<file path="src/rtl/sample_pkg.sv">
// rtl/sample_pkg.sv - shared constants and state encoding for the sampler round sequencer
package sample_pkg;

    localparam int BIT_WID     = 8;
    localparam int POSSI_S     = 32;
    localparam int RESULT_SIZE = 5;
    localparam int LANES       = 32;
    localparam int CNT_W       = 16;

    localparam logic [2:0] ST_IDLE  = 3'd0;
    localparam logic [2:0] ST_LOAD  = 3'd1;
    localparam logic [2:0] ST_ISSUE = 3'd2;
    localparam logic [2:0] ST_OUT   = 3'd3;
    localparam logic [2:0] ST_FIN   = 3'd4;

    typedef enum logic [2:0] {
        IDLE  = ST_IDLE,
        LOAD  = ST_LOAD,
        ISSUE = ST_ISSUE,
        OUT   = ST_OUT,
        FIN   = ST_FIN
    } state_t;

endpackage

</file>
<file path="src/rtl/sample_distr_accum.sv">
// rtl/sample_distr_accum.sv - builds the saturating cumulative distribution table from probability beats
module sample_distr_accum #(
    parameter int BIT_WID = 8,
    parameter int POSSI_S = 32
) (
    input  logic                       clk,
    input  logic                       rst,
    input  logic                       clear,
    input  logic                       accept,
    input  logic [BIT_WID-1:0]         data,
    output logic [BIT_WID*POSSI_S-1:0] accu_distr,
    output logic                       last
);
    import sample_pkg::*;

    localparam int IDX_W = $clog2(POSSI_S);

    logic [IDX_W-1:0]   beat_cnt;
    logic [BIT_WID-1:0] run_sum;
    logic [BIT_WID:0]   sum_wide;
    logic [BIT_WID-1:0] sum_sat;

    // One extra carry bit detects overflow so the table clamps instead of wrapping.
    assign sum_wide = {1'b0, run_sum} + {1'b0, data};
    assign sum_sat  = sum_wide[BIT_WID] ? {BIT_WID{1'b1}} : sum_wide[BIT_WID-1:0];
    assign last     = accept && (beat_cnt == IDX_W'(POSSI_S - 1));

    always_ff @(posedge clk or posedge rst) begin
        if (rst) begin
            beat_cnt <= '0;
            run_sum  <= '0;
        end else if (clear) begin
            beat_cnt <= '0;
            run_sum  <= '0;
        end else if (accept) begin
            beat_cnt <= beat_cnt + 1'b1;
            run_sum  <= sum_sat;
        end
    end

    for (genvar i = 0; i < POSSI_S; i++) begin : g_entry
        always_ff @(posedge clk or posedge rst) begin
            if (rst) begin
                accu_distr[BIT_WID*i +: BIT_WID] <= '0;
            end else if (clear) begin
                accu_distr[BIT_WID*i +: BIT_WID] <= '0;
            end else if (accept && (beat_cnt == IDX_W'(i))) begin
                accu_distr[BIT_WID*i +: BIT_WID] <= sum_sat;
            end
        end
    end

endmodule

</file>
<file path="src/rtl/sample_round_ctrl.sv">
// rtl/sample_round_ctrl.sv - loads the distribution, then runs sampling rounds and hands results downstream
module sample_round_ctrl #(
    parameter int BIT_WID     = 8,
    parameter int POSSI_S     = 32,
    parameter int RESULT_SIZE = 5,
    parameter int LANES       = 32,
    parameter int CNT_W       = 16
) (
    input  logic                         clk,
    input  logic                         rst,
    input  logic                         start,
    input  logic [CNT_W-1:0]             rounds,
    input  logic                         abort,
    input  logic                         dist_valid,
    output logic                         dist_ready,
    input  logic [BIT_WID-1:0]           dist_data,
    output logic [BIT_WID*POSSI_S-1:0]   accu_distr,
    output logic                         samp_enable,
    input  logic                         samp_ready,
    input  logic                         samp_done,
    input  logic [RESULT_SIZE*LANES-1:0] samp_result,
    output logic                         res_valid,
    input  logic                         res_ready,
    output logic [RESULT_SIZE*LANES-1:0] res_data,
    output logic                         busy,
    output logic                         job_done,
    output logic [CNT_W-1:0]             round_cnt
);
    import sample_pkg::*;

    state_t           state;
    state_t           state_nxt;
    logic [CNT_W-1:0] rounds_reg;
    logic             abort_pend;
    logic             pend_nxt;
    logic             accept;
    logic             last_beat;
    logic             clear_tbl;
    logic             take_job;
    logic             capture;
    logic             drop_valid;
    logic             fin_pulse;

    assign dist_ready  = (state == LOAD);
    assign samp_enable = (state == ISSUE) && samp_ready;
    assign busy        = (state != IDLE);
    assign accept      = dist_valid && dist_ready;

    sample_distr_accum #(
        .BIT_WID (BIT_WID),
        .POSSI_S (POSSI_S)
    ) u_accum (
        .clk        (clk),
        .rst        (rst),
        .clear      (clear_tbl),
        .accept     (accept),
        .data       (dist_data),
        .accu_distr (accu_distr),
        .last       (last_beat)
    );

    always_ff @(posedge clk or posedge rst) begin
        if (rst) begin
            state <= IDLE;
        end else begin
            state <= state_nxt;
        end
    end

    always_comb begin
        state_nxt  = state;
        pend_nxt   = abort_pend;
        clear_tbl  = 1'b0;
        take_job   = 1'b0;
        capture    = 1'b0;
        drop_valid = 1'b0;
        fin_pulse  = 1'b0;
        case (state)
            IDLE: begin
                if (start) begin
                    take_job = 1'b1;
                    if (rounds != '0) begin
                        clear_tbl = 1'b1;
                        state_nxt = LOAD;
                    end else begin
                        state_nxt = FIN;
                    end
                end
            end
            LOAD: begin
                if (abort) begin
                    state_nxt = FIN;
                end else if (last_beat) begin
                    state_nxt = ISSUE;
                end
            end
            ISSUE: begin
                // Lanes only leave their finish state via samp_done, so an abort waits for it.
                if (abort) begin
                    pend_nxt = 1'b1;
                end
                if (samp_done) begin
                    pend_nxt = 1'b0;
                    if (abort || abort_pend) begin
                        state_nxt = FIN;
                    end else begin
                        capture   = 1'b1;
                        state_nxt = OUT;
                    end
                end
            end
            OUT: begin
                if (abort) begin
                    drop_valid = 1'b1;
                    state_nxt  = FIN;
                end else if (res_ready) begin
                    drop_valid = 1'b1;
                    state_nxt  = (round_cnt == rounds_reg) ? FIN : ISSUE;
                end
            end
            FIN: begin
                fin_pulse = 1'b1;
                state_nxt = IDLE;
            end
            default: state_nxt = IDLE;
        endcase
    end

    always_ff @(posedge clk or posedge rst) begin
        if (rst) begin
            rounds_reg <= '0;
            round_cnt  <= '0;
            abort_pend <= 1'b0;
            res_valid  <= 1'b0;
            res_data   <= '0;
            job_done   <= 1'b0;
        end else begin
            job_done   <= fin_pulse;
            abort_pend <= pend_nxt;
            if (take_job) begin
                rounds_reg <= rounds;
                round_cnt  <= '0;
            end
            if (capture) begin
                res_data  <= samp_result;
                res_valid <= 1'b1;
                round_cnt <= round_cnt + 1'b1;
            end else if (drop_valid) begin
                res_valid <= 1'b0;
            end
        end
    end

endmodule
</file>
<file path="config.mk">
export PLATFORM = sky130hd
export DESIGN_NAME = sample_round_ctrl
export DESIGN_NICKNAME = d
export VERILOG_FILES = /design/src/rtl/sample_pkg.sv /design/src/rtl/sample_distr_accum.sv /design/src/rtl/sample_round_ctrl.sv
export SDC_FILE = /design/constraint.sdc
export NUM_CORES = 1
export LEC_CHECK = 0
export ABC_CLOCK_PERIOD_IN_PS = 16200
export BUFFER_PORTS_ARGS = -buffer_cell sky130_fd_sc_hd__buf_4
export CORE_AREA = 2 2 245 247
export CTS_CLUSTER_DIAMETER = 60
export DETAILED_ROUTE_END_ITERATION = 10
export DIE_AREA = 0 0 247 249
export GPL_TIMING_DRIVEN = 0
export PLACE_DENSITY_LB_ADDON = 0.12
export SETUP_SLACK_MARGIN = 0.5
export SKIP_LAST_GASP = 1
export SLEW_MARGIN = 20
export SYNTH_ARGS = -nofsm -noshare
export SYNTH_HDL_FRONTEND = slang
export SYNTH_SLANG_ARGS = --single-unit
</file>
<file path="constraint.sdc">
create_clock -name clk -period 16.2 [get_ports clk]
set_input_delay 0.81 -clock clk [delete_from_list [all_inputs] [get_ports clk]]
set_output_delay 0.81 -clock clk [all_outputs]
set_load 0.01 [all_outputs]
</file>
==> results of run 1 <==
==> power groups by stage <==
| stage | Clock [µW] | Combinational, µW | Sequential (µW) |
|---|---|---|---|
| finish | 1280 | 1340 | 1520 |
| global route | 1370 | 1450 | 1540 |
| floorplan | 0 | 584 | 1590 |
| global placement | 0 | 1340 | 1520 |
| detailed placement | 0 | 1360 | 1520 |
| CTS | 1310 | 1360 | 1520 |
==> metal layers <==
metal  routed length (µm)  global-route usage (%)  vias to the layer above
met5                    0                       0                        -
met4                 2330                    7.87                        0
met3                 6320                    7.01                      125
met2                40100                    43.6                      674
met1                31300                    31.1                     8889
li1                     -                       -                     8215
==> critical path: stages, from the launching register on <==
cell      delay, ns
dfrtp_1        0.39
ha_1           0.22
fa_1           0.42
a21oi_1        0.29
o211ai_2       0.23
a21oi_2        0.57
clkbuf_1       0.82
a211oi_1       0.16
==> synthesized netlist by cell type (all sizes together), types with 33 or more instances <==
| master | instances |
|---|---|
| a211oi | 47 |
| a21oi | 131 |
| a311oi | 33 |
| and3 | 34 |
| buf | 105 |
| clkbuf | 67 |
| dfrtp | 467 |
| nand2 | 556 |
| nand3 | 37 |
| nor2 | 89 |
| o22ai | 123 |
| o32ai | 55 |
==> path summary, 6_finish.rpt <==
path	from	endpoint	slack, ns	cells after the start
max	u_accum.run_sum[0]$_DFFE_PP0P_	u_accum.accu_distr[232]$_DFFE_PP0P_	12.90	7
min	rst	rounds_reg[11]$_DFFE_PP0P_	0.17	2
max reg2reg	u_accum.run_sum[0]$_DFFE_PP0P_	u_accum.accu_distr[232]$_DFFE_PP0P_	12.90	7
min reg2reg	res_data[118]$_DFFE_PP0P_	res_data[118]$_DFFE_PP0P_	0.47	2
max in group asynchronous	rst	res_data[71]$_DFFE_PP0P_	14.80	4
min in group clk	samp_result[130]	res_data[130]$_DFFE_PP0P_	0.39	3
==> logic make-up after synthesis <==
group                    share of synthesized area [%]
XOR/XNOR                                         0.933
flip-flops                                        59.3
AO/OA/AOI/OAI                                     15.9
AND/OR/NAND/NOR                                   16.7
buffers and inverters                             5.04
adder cells (fa/ha/maj)                           1.05
multiplexers                                      1.17
==> metrics by stage <==
stage	setup TNS, ns	setup WS, ns	hold slack, ns
floorplan	0	2.37	0.500
global placement	-1509.20	-3.27	0.461
detailed placement	0	12.29	0.463
CTS	0	12.84	0.149
global route	0	12.70	0.164
finish	0	12.90	0.169
==> area by class of cell <==
class	count	area, µm²	share of cell area (%)
buffer	172	957	3.49
clock buffer	87	1690	6.15
clock inverter	12	186	0.680
multi-input combinational	1287	7040	25.7
inverter	10	45.0	0.164
timing repair buffer	633	4850	17.7
antenna	4	10.0	0.0365
sequential	467	11700	42.6
tap	773	967	3.53
==> flow_summary.yaml, run 1 <==
status:
  status: "finished clean"
drt:
  drc_errors: 0
  finalWirelength_um: 80000
  vias_per_cell: 5.20
  firstDrtPassIters: 5
  vias: 17903
  ant_nets: 0
  drt_iter0_drc: 1137
  avgRoutedWirePerCell_um: 23.2
placed_design:
  dpl_cell_area_mm2: 0.0256
  hpwl_um: 60300
  gp_congestion: 0.878
  dp_cells: 3342
  port_buffers: 628
timing:
  skew_ns: 0.0225
  finalSetupViolations: 0
  min_period_ns: 3.30
  fmax_mhz: 303
  relSlewSlack_pct: 25.7
  period_share_pct: 20.4
  maxSlewViolCount: 0
  finalHoldViolations: 0
  tightestPinTransition_ns: 1.11
  rsz0062_at_grt: "no"
worst_setup_path:
  cp.arrival_ns: 3.73
  critPathKind: "flip-flop to flip-flop"
  worstPathMaxFanout: 10
  end_kind: "flip-flop"
  required_ns: 16.63
  cp-start-kind: "flip-flop"
power_and_ir_drop:
  p_switching_uw: 1500
  cellPowerDensity_mw_per_mm2: 151
  clock_power_share_pct: 31.0
  power_frac_comb_pct: 32.4
  swShare_pct: 36.2
  total_leakage_power_uw: 0.0140
  ir_drop_mv: 0.0943
  seqPwrFrac_pct: 36.6
  power.internal_uw: 2640
  power.total_uw: 4140
floorplan:
  ios: 629
  start_util_pct: 33.6
  dieArea_mm2: 0.0615
  die_w_um: 247
  dieHeight_um: 249
  rows: 89
  core_area_mm2: 0.0587
finish:
  reg_top3: "u_accum.accu_distr x256, res_data x160"
  drive_above_1_share_pct: 32.8
  finalInstanceArea_mm2: 0.0274
  mostFrequentLayoutCells: "655 x buf_4, 555 x nand2_1, 467 x dfrtp_1"
  syn_to_final_growth_pct: 39.1
  largest_register_ffs: 256
  final_util_pct: 46.7
  nNetsFinal: 2834
  layout_commonest_cell: "buf_4"
  top_register: "u_accum.accu_distr"
  stdcell_count: 3445
  fillers: 5602
clocking:
  numCtsBuffers: 55
  tritoncts: "built"
  post_cts_buffers: 0
  cts_sinks: 467
  cts_resized: 0
  clockBufferDepth: 3
  cts.htree.levels: 2
  clk_pin_slew_ns: 0.06
  worst_skew_pair.late_latency_ns: 0.61
  hold_buffers: 0
  ctsRootBufferMaster: "clkbuf_16"
global_routing:
  grt_max_degree: 107
  grt_first_pass_wirelength_um: 118000
  grtUsageTotal_pct: 25.5
  grt_pass1_vias: 18094
  gr-total-overflow: 0
  grt_antenna_before_repair: 6
yosys:
  syn_area_per_cell_um2: 10.2
  synthCells: 1936
  yosysTopAreaCellShare_pct: 59.3
  ys_types: 67
  synth-seq-area-share_pct: 59.3
  synth.area.top_cells: "dfrtp_1 59%, nand2_1 11%, o22ai_1 3.9%"
  ys_warn_count: 0
  synth_top_cell_by_area: "dfrtp_1"
  synth_nets: 2144
  ys_ff_latch: 467
  synth_edf_count: 0
  synth-async-reset-ratio_pct: 100
  syn_area_mm2: 0.0197
  synth_flop_cell: "dfrtp_1"
run:
  drv_cap: 0
min_path:
  min_path_type: "input pin to async pin"
(Power assumes the default switching activity.)
==> run 2: changes to the inputs <==
Settings changed: ABC_AREA set to 1, ABC_CLOCK_PERIOD_IN_PS 16200 to 3200, CORE_AREA 2 2 245 247 to 2 2 242 244, DIE_AREA 0 0 247 249 to 0 0 244 246.
Clock period 16.2 ns to 3.2 ns, I/O delays scaled along.
==> run 2 against run 1 <==
Flip-flop and latch count is the same. Combinational power grew to 8.1 times the previous value. Fmax grew 27%. Core utilization grew 3.4 points. Final cell count grew 12%. Critical path depth grew 2. Highest routed layer unchanged. Synthesized area shrank 3.0%. Non-clock buffer count grew 112. Critical endpoint is now u_accum.accu_distr[101]$_DFFE_PP0P_. Final area grew 4.8%. Power grew to 6.2 times the previous value.
==> flow_summary.yaml, run 2 <==
yosys:
  ys_ff_latch: 467
  syn_area_mm2: 0.0191
  synth.area.top_cells: "dfrtp_1 61%, nand2_1 20%, nand3_1 3.8%"
  synth-async-reset-ratio_pct: 100
  synth-seq-area-share_pct: 61.1
  synth_edf_count: 0
  yosysTopAreaCellShare_pct: 61.1
  synth_flop_cell: "dfrtp_1"
  synthCells: 2177
  synth_nets: 2385
  synth_most_common_cell: "nand2_1"
  synth_commonest_cells: "1009 x nand2_1, 467 x dfrtp_1, 146 x nand3_1, 140 x o21ai_0, 91 x inv_1"
  syn_area_per_cell_um2: 8.78
  ys_types: 41
  synth_top_cell_by_area: "dfrtp_1"
  ys_warn_count: 0
placed_design:
  gp_congestion: 0.911
  port_buffers: 628
  dp_cells: 3586
  dpl_cell_area_mm2: 0.0251
  hpwl_um: 57500
timing:
  rsz0062_at_grt: "yes"
  fmax_mhz: 385
  tightestPinTransition_ns: 0.784
  finalSetupViolations: 0
  maxSlewViolCount: 0
  fin_tns_setup_ns: 0
  holdWs_ns: 0.0511
  skew_ns: 0.0229
  finalHoldViolations: 0
  period_share_pct: 81.1
  min_period_ns: 2.59
  relSlewSlack_pct: 47.8
floorplan:
  dieArea_mm2: 0.0600
  die_w_um: 244
  start_util_pct: 33.3
  ios: 629
  dieHeight_um: 246
  core_area_mm2: 0.0574
  rows: 88
worst_setup_path:
  reg2regPathDepth: 9
  critPathKind: "flip-flop to flip-flop"
  cp_common_cell: "nand3_1"
  slowest_stage: "fa_1"
  cp.arrival_ns: 3.06
  critPathMaxStageDelay_ns: 0.43
  crit_buf_inv: 1
  reg2reg_slack_ns: 0.61
  cp-start-kind: "flip-flop"
  worstPathMaxFanout: 10
  end_kind: "flip-flop"
  required_ns: 3.66
  r2r_start: "u_accum.run_sum[0]$_DFFE_PP0P_"
  regToRegEndpoint: "u_accum.accu_distr[101]$_DFFE_PP0P_"
  crit_chain: "ha_1, fa_1, nand3_1, nand3_1, a21oi_4, nand3_1, clkbuf_4, nand3_1, nand2_1"
  critPathTopFamily: "simple AND/OR/NAND/NOR gates"
min_path:
  holdPathEnd: "rounds_reg[15]$_DFFE_PP0P_"
  hold_depth: 5
  hp-start: "start"
  min_path_type: "input pin to flip-flop"
global_routing:
  gr-total-overflow: 0
  grt_pass1_vias: 18411
  grt_antenna_before_repair: 7
  grt_first_pass_wirelength_um: 115000
  grt_max_degree: 36
  grtUsageTotal_pct: 25.2
drt:
  avgRoutedWirePerCell_um: 19.8
  ant_nets: 0
  drt_iter0_drc: 1084
  drc_errors: 0
  firstDrtPassIters: 5
  vias_per_cell: 4.74
  vias: 18356
  finalWirelength_um: 76700
power_and_ir_drop:
  p_switching_uw: 10500
  swShare_pct: 40.6
  power_frac_comb_pct: 42.1
  clock_power_share_pct: 23.5
  total_leakage_power_uw: 0.0155
  seqPwrFrac_pct: 34.4
  cellPowerDensity_mw_per_mm2: 896
  power.internal_uw: 15300
  ir_drop_mv: 0.594
finish:
  fillers: 5484
  drive_above_1_share_pct: 28.2
  reg_top3: "u_accum.accu_distr x256, res_data x160"
  largest_register_ffs: 256
  mostFrequentLayoutCells: "1008 x nand2_1, 634 x buf_4, 467 x dfrtp_1"
  seq_area_mm2: 0.0117
  top_register: "u_accum.accu_distr"
  syn_to_final_growth_pct: 50.4
  layout_commonest_cell: "nand2_1"
  nNetsFinal: 3266
  stdcell_count: 3870
  finalInstanceArea_mm2: 0.0288
  multi_input_area_mm2: 0.00652
clocking:
  tritoncts: "built"
  cts.htree.levels: 2
  worst_skew_pair.late_latency_ns: 0.61
  clockBufferDepth: 3
  cts_sinks: 467
  clk_pin_slew_ns: 0.06
  numCtsBuffers: 53
  ctsRootBufferMaster: "clkbuf_16"
run:
  drv_cap: 0
status:
  status: "finished clean"
run 2: repair_timing:
action | in CTS | in global routing
buffers inserted | 0 | 0
endpoints found under the hold margin | 203 | 0
hold buffers | 182 | 0
setup endpoints to repair | 151 | 194
resized for setup | 19 | 17
run 2: power by group through the flow:
stage / registers [µW] / logic (µW) / clock network (µW)
after floorplan: 9440 / 4340 / 0
after global placement: 8880 / 10500 / 0
after detailed placement: 8890 / 10600 / 0
after CTS: 8850 / 10900 / 6170
after global routing: 9040 / 11800 / 6440
final: 8850 / 10900 / 6050
run 2: worst max-delay path by stage:
stage	to	slack (ns)	depth (start not counted)	startpoint
after global placement	res_data[104]$_DFFE_PP0P_	-6.18	2	rst
after CTS	u_accum.accu_distr[103]$_DFFE_PP0P_	0.49	9	u_accum.run_sum[0]$_DFFE_PP0P_
final	u_accum.accu_distr[101]$_DFFE_PP0P_	0.61	9	u_accum.run_sum[0]$_DFFE_PP0P_
after detailed placement	u_accum.accu_distr[84]$_DFFE_PP0P_	0.19	9	u_accum.run_sum[0]$_DFFE_PP0P_
after floorplan	abort_pend$_DFFE_PP0P_	-3.28	1	rst
after global routing	u_accum.accu_distr[38]$_DFFE_PP0P_	0.45	9	u_accum.run_sum[0]$_DFFE_PP0P_
run 2: per-stage QoR:
step / power (µW) / util [%] / setup slack, ns
after floorplan: 13800 / - / -3.28
after global placement: 19400 / 43.2 / -6.18
after detailed placement: 19500 / 43.8 / 0.189
after CTS: 25900 / 50.1 / 0.490
after global routing: 27300 / 50.1 / 0.453
final: 25800 / 50.1 / 0.606
run 2: logic make-up (layout without fill, tap and decap cells):
family | after synthesis | after routing | share of synthesized area (%)
and+or+nand+nor | 1242 | 1242 | 26.5
DFF | 467 | 467 | 61.1
AOI/OAI and AO/OA | 227 | 227 | 6.15
buffers and inverters | 220 | 1141 | 4.87
adders and majority gates | 16 | 16 | 1.09
xor gates and xnor gates | 4 | 4 | 0.183
muxes | 1 | 1 | 0.0523
other | 0 | 7 | 0
run 2: routing by layer:
metal | vias up | GRT usage, % | part of all wire, %
met3 | 115 | 6.94 | 7.5
met1 | 8997 | 30.5 | 40
met2 | 618 | 44.0 | 50
li1 | 8626 | - | -
met5 | - | 0 | 0
met4 | 0 | 6.92 | 2.6
run 2: area by class of cell:
| type | count | area share (%) |
|---|---|---|
| buffer | 91 | 1.69 |
| clock inverter | 17 | 0.531 |
| sequential | 467 | 40.6 |
| multi-input combinational | 1490 | 22.7 |
| antenna | 7 | 0.0609 |
| clock buffer | 78 | 5.47 |
| inverter | 129 | 1.71 |
| timing repair buffer | 826 | 23.9 |
| tap | 765 | 3.33 |
run 2: worst register-to-register path, stage by stage (launching register included):
cell and delay [ns]:
dfrtp_1 0.38, ha_1 0.22, fa_1 0.43, nand3_1 0.11, nand3_1 0.20, a21oi_4 0.31, nand3_1 0.30, clkbuf_4 0.35
nand3_1 0.12, nand2_1 0.05
